===== src/rtl/fip_pkg.sv =====
// Shared constants, state encoding and operand payload for the fixed-point divider arbiter.
package fip_pkg;

  localparam int unsigned FIP_FRA_BITS = 16;
  localparam logic [31:0] FIP_MAX      = 32'h7FFF_FFFF;
  localparam logic [31:0] FIP_MIN      = 32'h8000_0000;

  typedef enum logic [1:0] {
    ST_IDLE = 2'd0,
    ST_DIV  = 2'd1,
    ST_DONE = 2'd2
  } fip_state_e;

  typedef struct packed {
    logic [31:0] x;
    logic [31:0] y;
  } fip_op_t;

  // Two's-complement magnitude; 32'h80000000 maps to its unsigned value 2^31.
  function automatic logic [31:0] fip_abs(input logic [31:0] v);
    return v[31] ? 32'(-v) : v;
  endfunction

endpackage


===== src/rtl/fip_32_div_iter.sv =====
// Restoring shift-subtract divider on magnitudes, one quotient bit per cycle; sign applied on the last bit.
// Build option: FIP_DIV_SAT_EN clamps out-of-range quotients instead of wrapping.
module fip_32_div_iter
  import fip_pkg::*;
#(
  parameter int unsigned FRA_BITS = FIP_FRA_BITS
) (
  input  logic        i_clk,
  input  logic        i_rstn,
  input  logic        i_start,
  input  fip_op_t     i_op,
  output logic        o_busy,
  output logic        o_done_c,
  output logic [31:0] o_z_c,
  output logic        o_dbz_c
);

  localparam int unsigned DW = 32 + FRA_BITS;
  localparam int unsigned CW = $clog2(DW);

  // acc_q starts as the scaled dividend and fills with quotient bits from the bottom
  logic [DW-1:0] acc_q;
  logic [31:0]   rem_q;
  logic [31:0]   dvsr_q;
  logic [CW-1:0] cnt_q;
  logic          neg_q;
  logic          xneg_q;
  logic          dbz_q;
  logic [32:0]   rem_sh;
  logic [31:0]   rem_d;
  logic [31:0]   q_lo;
  logic          qbit;

  assign o_done_c = o_busy && (cnt_q == CW'(DW - 1));
  assign o_dbz_c  = dbz_q;

  always_comb begin
    rem_sh = {rem_q, acc_q[DW-1]};
    qbit   = (rem_sh >= {1'b0, dvsr_q});
    rem_d  = qbit ? 32'(rem_sh - {1'b0, dvsr_q}) : rem_sh[31:0];
  end

  // Final result, valid while o_done_c: quotient including the bit being produced this cycle.
  always_comb begin
    q_lo  = {acc_q[30:0], qbit};
    o_z_c = q_lo;
    if (dbz_q) begin
      o_z_c = xneg_q ? FIP_MIN : FIP_MAX;
    end
`ifdef FIP_DIV_SAT_EN
    else if (!neg_q && ((|acc_q[DW-2:31]) || q_lo[31])) begin
      o_z_c = FIP_MAX;
    end else if (neg_q && ((|acc_q[DW-2:31]) || (q_lo[31] && (|q_lo[30:0])))) begin
      o_z_c = FIP_MIN;
    end
`endif
    else begin
      o_z_c = neg_q ? 32'(~q_lo + 32'd1) : q_lo;
    end
  end

  always_ff @(posedge i_clk or negedge i_rstn) begin
    if (!i_rstn) begin
      acc_q  <= '0;
      rem_q  <= '0;
      dvsr_q <= '0;
      cnt_q  <= '0;
      neg_q  <= 1'b0;
      xneg_q <= 1'b0;
      dbz_q  <= 1'b0;
      o_busy <= 1'b0;
    end else if (i_start) begin
      acc_q  <= {fip_abs(i_op.x), {FRA_BITS{1'b0}}};
      rem_q  <= '0;
      dvsr_q <= fip_abs(i_op.y);
      cnt_q  <= '0;
      neg_q  <= i_op.x[31] ^ i_op.y[31];
      xneg_q <= i_op.x[31];
      dbz_q  <= (i_op.y == 32'd0);
      o_busy <= 1'b1;
    end else if (o_busy) begin
      acc_q <= {acc_q[DW-2:0], qbit};
      rem_q <= rem_d;
      cnt_q <= cnt_q + CW'(1);
      if (o_done_c) o_busy <= 1'b0;
    end
  end

endmodule


===== src/rtl/fip_32_div_arb.sv =====
// Round-robin arbiter sharing one iterative Q-format divider among N_REQ requesters.
// Build option: define FIP_DIV_SAT_EN to saturate overflowing quotients (default wraps).
module fip_32_div_arb
  import fip_pkg::*;
#(
  parameter int unsigned N_REQ    = 4,
  parameter int unsigned FRA_BITS = FIP_FRA_BITS
) (
  input  logic                          i_clk,
  input  logic                          i_rstn,
  input  logic [N_REQ-1:0]              i_req_valid,
  output logic [N_REQ-1:0]              o_req_ready,
  input  logic signed [N_REQ-1:0][31:0] i_req_x,
  input  logic signed [N_REQ-1:0][31:0] i_req_y,
  output logic                          o_rsp_valid,
  input  logic                          i_rsp_ready,
  output logic [$clog2(N_REQ)-1:0]      o_rsp_id,
  output logic signed [31:0]            o_rsp_z,
  output logic                          o_rsp_dbz
);

  localparam int unsigned ID_W = $clog2(N_REQ);

  fip_state_e      state_q;
  fip_state_e      state_d;
  logic [ID_W-1:0] rr_ptr_q;
  logic [ID_W-1:0] gnt_idx;
  logic            gnt_vld;
  logic            accept;
  fip_op_t         div_op;
  logic            div_busy;
  logic            div_done_c;
  logic [31:0]     div_z_c;
  logic            div_dbz_c;

  // First valid requester at or after rr_ptr, wrapping.
  always_comb begin
    int unsigned j;
    gnt_vld = 1'b0;
    gnt_idx = '0;
    j       = 0;
    for (int unsigned i = 0; i < N_REQ; i++) begin
      j = 32'(rr_ptr_q) + i;
      if (j >= N_REQ) j = j - N_REQ;
      if (!gnt_vld && i_req_valid[ID_W'(j)]) begin
        gnt_vld = 1'b1;
        gnt_idx = ID_W'(j);
      end
    end
  end

  always_comb begin
    div_op.x = i_req_x[gnt_idx];
    div_op.y = i_req_y[gnt_idx];
  end

  always_ff @(posedge i_clk or negedge i_rstn) begin
    if (!i_rstn) state_q <= ST_IDLE;
    else         state_q <= state_d;
  end

  // Ready is a same-cycle grant so an accept happens on the edge it is seen.
  always_comb begin
    state_d     = state_q;
    o_req_ready = '0;
    accept      = 1'b0;
    case (state_q)
      ST_IDLE: begin
        if (i_rstn && gnt_vld && !div_busy) begin
          o_req_ready[gnt_idx] = 1'b1;
          accept               = 1'b1;
          state_d              = ST_DIV;
        end
      end
      ST_DIV: begin
        if (div_done_c) state_d = ST_DONE;
      end
      ST_DONE: begin
        if (i_rsp_ready) state_d = ST_IDLE;
      end
      default: state_d = ST_IDLE;
    endcase
  end

  always_ff @(posedge i_clk or negedge i_rstn) begin
    if (!i_rstn) begin
      rr_ptr_q    <= '0;
      o_rsp_valid <= 1'b0;
      o_rsp_id    <= '0;
      o_rsp_z     <= '0;
      o_rsp_dbz   <= 1'b0;
    end else begin
      o_rsp_valid <= (state_d == ST_DONE);
      if (accept) begin
        rr_ptr_q <= (gnt_idx == ID_W'(N_REQ - 1)) ? '0 : gnt_idx + ID_W'(1);
        o_rsp_id <= gnt_idx;
      end
      if (div_done_c) begin
        o_rsp_z   <= div_z_c;
        o_rsp_dbz <= div_dbz_c;
      end
    end
  end

  fip_32_div_iter #(
    .FRA_BITS (FRA_BITS)
  ) u_div (
    .i_clk    (i_clk),
    .i_rstn   (i_rstn),
    .i_start  (accept),
    .i_op     (div_op),
    .o_busy   (div_busy),
    .o_done_c (div_done_c),
    .o_z_c    (div_z_c),
    .o_dbz_c  (div_dbz_c)
  );

endmodule


===== config.mk =====
export PLATFORM = sky130hd
export DESIGN_NAME = fip_32_div_arb
export DESIGN_NICKNAME = d
export VERILOG_FILES = /design/src/rtl/fip_pkg.sv /design/src/rtl/fip_32_div_iter.sv /design/src/rtl/fip_32_div_arb.sv
export SDC_FILE = /design/constraint.sdc
export NUM_CORES = 1
export LEC_CHECK = 0
export BUFFER_PORTS_ARGS = -buffer_cell sky130_fd_sc_hd__buf_4
export CORE_MARGIN = 8
export CORE_UTILIZATION = 42
export CTS_BUF_LIST = sky130_fd_sc_hd__clkbuf_8
export CTS_CLUSTER_SIZE = 25
export DETAILED_ROUTE_END_ITERATION = 10
export GPL_TIMING_DRIVEN = 0
export PLACE_DENSITY_LB_ADDON = 0.05
export SYNTH_ARGS = -nofsm -noshare
export SYNTH_HDL_FRONTEND = slang
export SYNTH_SLANG_ARGS = --single-unit

===== constraint.sdc =====
create_clock -name i_clk -period 4.8 [get_ports i_clk]
set_input_delay 0.96 -clock i_clk [delete_from_list [all_inputs] [get_ports i_clk]]
set_output_delay 0.96 -clock i_clk [all_outputs]
set_load 0.01 [all_outputs]

==> flow_summary.toml <==
[synth]
synthesis.nets = 1971
ys.flop_type = "dfrtp_1"
synth_xor_area_share_pct = 7.318
synthSimpleGateAreaFrac_pct = 23.79
synth_top_family_by_area = "compound AO/OA/AOI/OAI gates"
synthMuxAreaShare_pct = 2.633
syn_avg_cell_area_um2 = 7.897
seq_area_frac_synth_pct = 30.79
async_flop_share_pct = 100.0
synth_edf_count = 0
synthDistinctLibCells = 94
netlist_area_um2 = 13170
yosys.area_share.adder_pct = 3.954
synth-seq-cells = 162
ys_warn_count = 0
synth-compound-area-share_pct = 25.66
synthCells = 1667

[timing]
fin_crit_sh_pct = 96.55
hold_viol_final = 0
slew_viol_final = 0
fin_skew_ns = 0.01785
setup_viol = 0
worst_slew_margin_rel_pct = 16.25
period_needed_ns = 4.634
rsz0062_at_grt = "false"
timing.fmax_ghz = 0.2158
worst_slew_pin_slew_ns = 1.254

[min_path]
holdCritPathClass = "input port to asynchronous set/reset pin"

[clock_network]
cts_tree = "built"
cts_max_level = 4
cts-root-buf = "clkbuf_8"
insertion_delay_ns = 0.47
clock-sinks = 162
cts_buffers = 17
cts_buffer_depth = 2
clk_pin_slew_ns = 0.09

[routing]
wl_um = 58000
via_per_inst = 5.834
routedWlPerCell_um = 24.09
antenna_left = 0
dr_total_vias = 14050
drtIter0Drc = 1280
drt_pre_antenna_iters = 5
drc = 0

[critical_path]
endpoint_kind = "primary output"
r2r_setup_slack_ns = 0.44
cp_max_fo = 11
reg2reg_from = "u_div.dvsr_q[1]"
worst_setup_path_start_kind = "input port"
critPathKind = "input port to primary output"
critical_path_arrival_ns = 3.67
r2r_end = "o_rsp_z[30]"
critPathLaunch = "i_req_valid[0]"
cp-endpoint = "o_req_ready[3]"
required_ns = 3.84
reg2regPathDepth = 17

[layout]
drive_above_1_share_pct = 23.05
nets = 2292
final_cells = 2408
areaGrowthSynthToFinish_pct = 24.81

[die]
die_height_um = 193.0
num_rows = 65
num_io_pins = 303
start_util_pct = 42.16
core_area_um2 = 31230
die_w_um = 193.0
dieArea_um2 = 37270

[global_routing]
antenna_found_initial = 5
grt_pass1_vias = 13730
grt_use_total_pct = 30.35
grt_overflow = 0
grt_pass1_wl_um = 85220
grt_max_degree = 95

[place]
hpwlAfterDp_um = 46980
gp_congestion = 1.012
io_buffers = 301
dpl.cell_count = 2371

[power_and_ir_drop]
p_leak_nw = 7.678
powerDensity_nw_per_um2 = 746.9
peakVddDrop_uv = 309.4
finalPower_mw = 12.27

[run_status]
status = "finished, final reports clean"

[run]
drv_cap = 0
-- sequential cells by signal, summed over array words and instances (netlist names) --
name,flops
o_rsp_dbz,1
o_rsp_id,2
o_rsp_valid,1
o_rsp_z,32
rr_ptr_q,2
state_q,2
u_div.acc_q,48
u_div.cnt_q,6
u_div.dvsr_q,32
u_div.neg_q,1
u_div.o_busy,1
u_div.o_dbz_c,1
u_div.rem_q,32
u_div.xneg_q,1
-- synth_stat cells (4+ instances only) --
library cell	n	share of area, %
nand2_1	292	8.3
or3_1	9	0.43
buf_4	9	0.51
nand3_1	108	4.1
nor2b_1	17	0.81
a221o_1	7	0.53
nor2_1	59	1.7
and2_1	13	0.62
a41oi_1	9	0.60
a22oi_1	6	0.34
a32oi_1	5	0.33
o21a_1	6	0.34
xnor2_1	47	3.1
a31oi_1	30	1.4
nand2b_1	10	0.48
clkbuf_1	67	1.9
inv_1	52	1.5
or4_1	9	0.51
o21ai_0	180	6.8
ha_1	40	3.8
and3_1	56	2.7
a22o_1	7	0.47
a21o_1	15	0.86
xor2_1	63	4.2
buf_6	8	0.68
nand4_1	12	0.57
a211oi_1	59	3.4
buf_1	5	0.14
a31o_2	23	1.5
nor3_1	11	0.42
nor4_1	5	0.24
o21ai_1	22	0.84
mux2_2	6	0.51
nor3b_1	4	0.23
mux2i_1	22	1.7
o31ai_1	17	0.97
dfrtp_1	162	31
or2_2	9	0.43
o41ai_1	10	0.67
a21oi_1	77	2.9
buf_2	28	1.1
-- critical path: stages --
cell and delay [ns]:
buf_4 0.13, and2_1 0.21, o2bb2ai_2 0.23, nor2_4 0.29
buf_2 0.31, buf_2 0.31, buf_1 0.58, ha_1 0.33
and2_1 0.18, buf_4 0.13
-- power breakdown --
| group | internal, mW | leakage [nW] | switching [mW] | total [mW] |
|---|---|---|---|---|
| clock | 0.535 | 0.212 | 0.545 | 1.08 |
| combinational | 3.33 | 5.44 | 5.23 | 8.57 |
| sequential | 2.04 | 2.02 | 0.580 | 2.62 |
-- cell type report --
cell class / instances / area (µm²)
flip-flops and latches: 162 / 4054
multi-input cells: 1334 / 8362
plain buffers: 116 / 564.3
diodes: 6 / 15.01
clock buffers: 18 / 247.7
clock inverters: 13 / 171.4
repair buffers: 303 / 2307
well taps: 402 / 503.0
fillers: 3118 / 14800
inverters: 54 / 206.4
-- metrics by stage --
step | hold slack [ns] | cell area (µm²) | TNS, ns | util, % | worst slack (ns)
detailed placement | 0.4708 | 15960 | -2.371 | 51.11 | -0.4288
global placement | 0.4610 | 15930 | -32.22 | 51.00 | -1.214
floorplan | 0.4498 | 13170 | 0 | - | 1.142
finish | 0.3652 | 16430 | 0 | 52.61 | 0.1657
CTS | 0.4413 | 16390 | 0 | 52.49 | 0.007494
global route | 0.3808 | 16430 | 0 | 52.60 | 0.03818
-- worst min-delay path by stage --
stage	start	endpoint	slack [ns]
finish	i_rstn	o_rsp_dbz	0.37
global route	i_rstn	o_rsp_dbz	0.38
CTS	i_rstn	o_rsp_dbz	0.44
detailed placement	u_div.dvsr_q[6]	u_div.dvsr_q[6]	0.47
global placement	u_div.acc_q[34]	u_div.acc_q[35]	0.46
floorplan	u_div.dvsr_q[10]	u_div.dvsr_q[10]	0.45
-- placed cells by master (no fill, tap or decap), types with 12 or more instances in the layout --
cell and n:
clkbuf_8 18, buf_2 28, o31ai_1 17, a211oi_1 59, mux2i_1 22, dfrtp_1 162
nor2_1 59, a21oi_1 77, a31oi_1 30, and2_1 13, ha_1 40, xnor2_1 47
a31o_2 23, nand4_1 12, o21ai_1 22, nand3_1 108, and3_1 56, o21ai_0 180
clkbuf_1 66, a21o_1 15, nand2_1 292, inv_1 51, xor2_1 63, buf_4 310
nor2b_1 17
-- repair_timing --
action | 4_1_cts | 5_1_grt
pin swaps | 0 | 0
hold buffers | 0 | 0
setup buffers | 0 | 1
setup endpoints to repair | 14 | 14
resized for setup | 2 | 3
-- cells by family after synthesis --
family | after synthesis
fa+ha+maj | 41
xor+xnor | 110
mux | 31
compound gates | 513
flops | 162
simple gates | 639
buf+inv | 171
-- metal layers --
| layer | track usage (%) | vias to the layer above | wire [µm] |
|---|---|---|---|
| li1 | - | 6649 | - |
| met2 | 49.82 | 590 | 27140 |
| met4 | 12.28 | 0 | 2188 |
| met3 | 7.266 | 90 | 4487 |
| met5 | 0 | - | 0 |
| met1 | 37.99 | 6719 | 24180 |
Power figures use the tool's default switching activity.
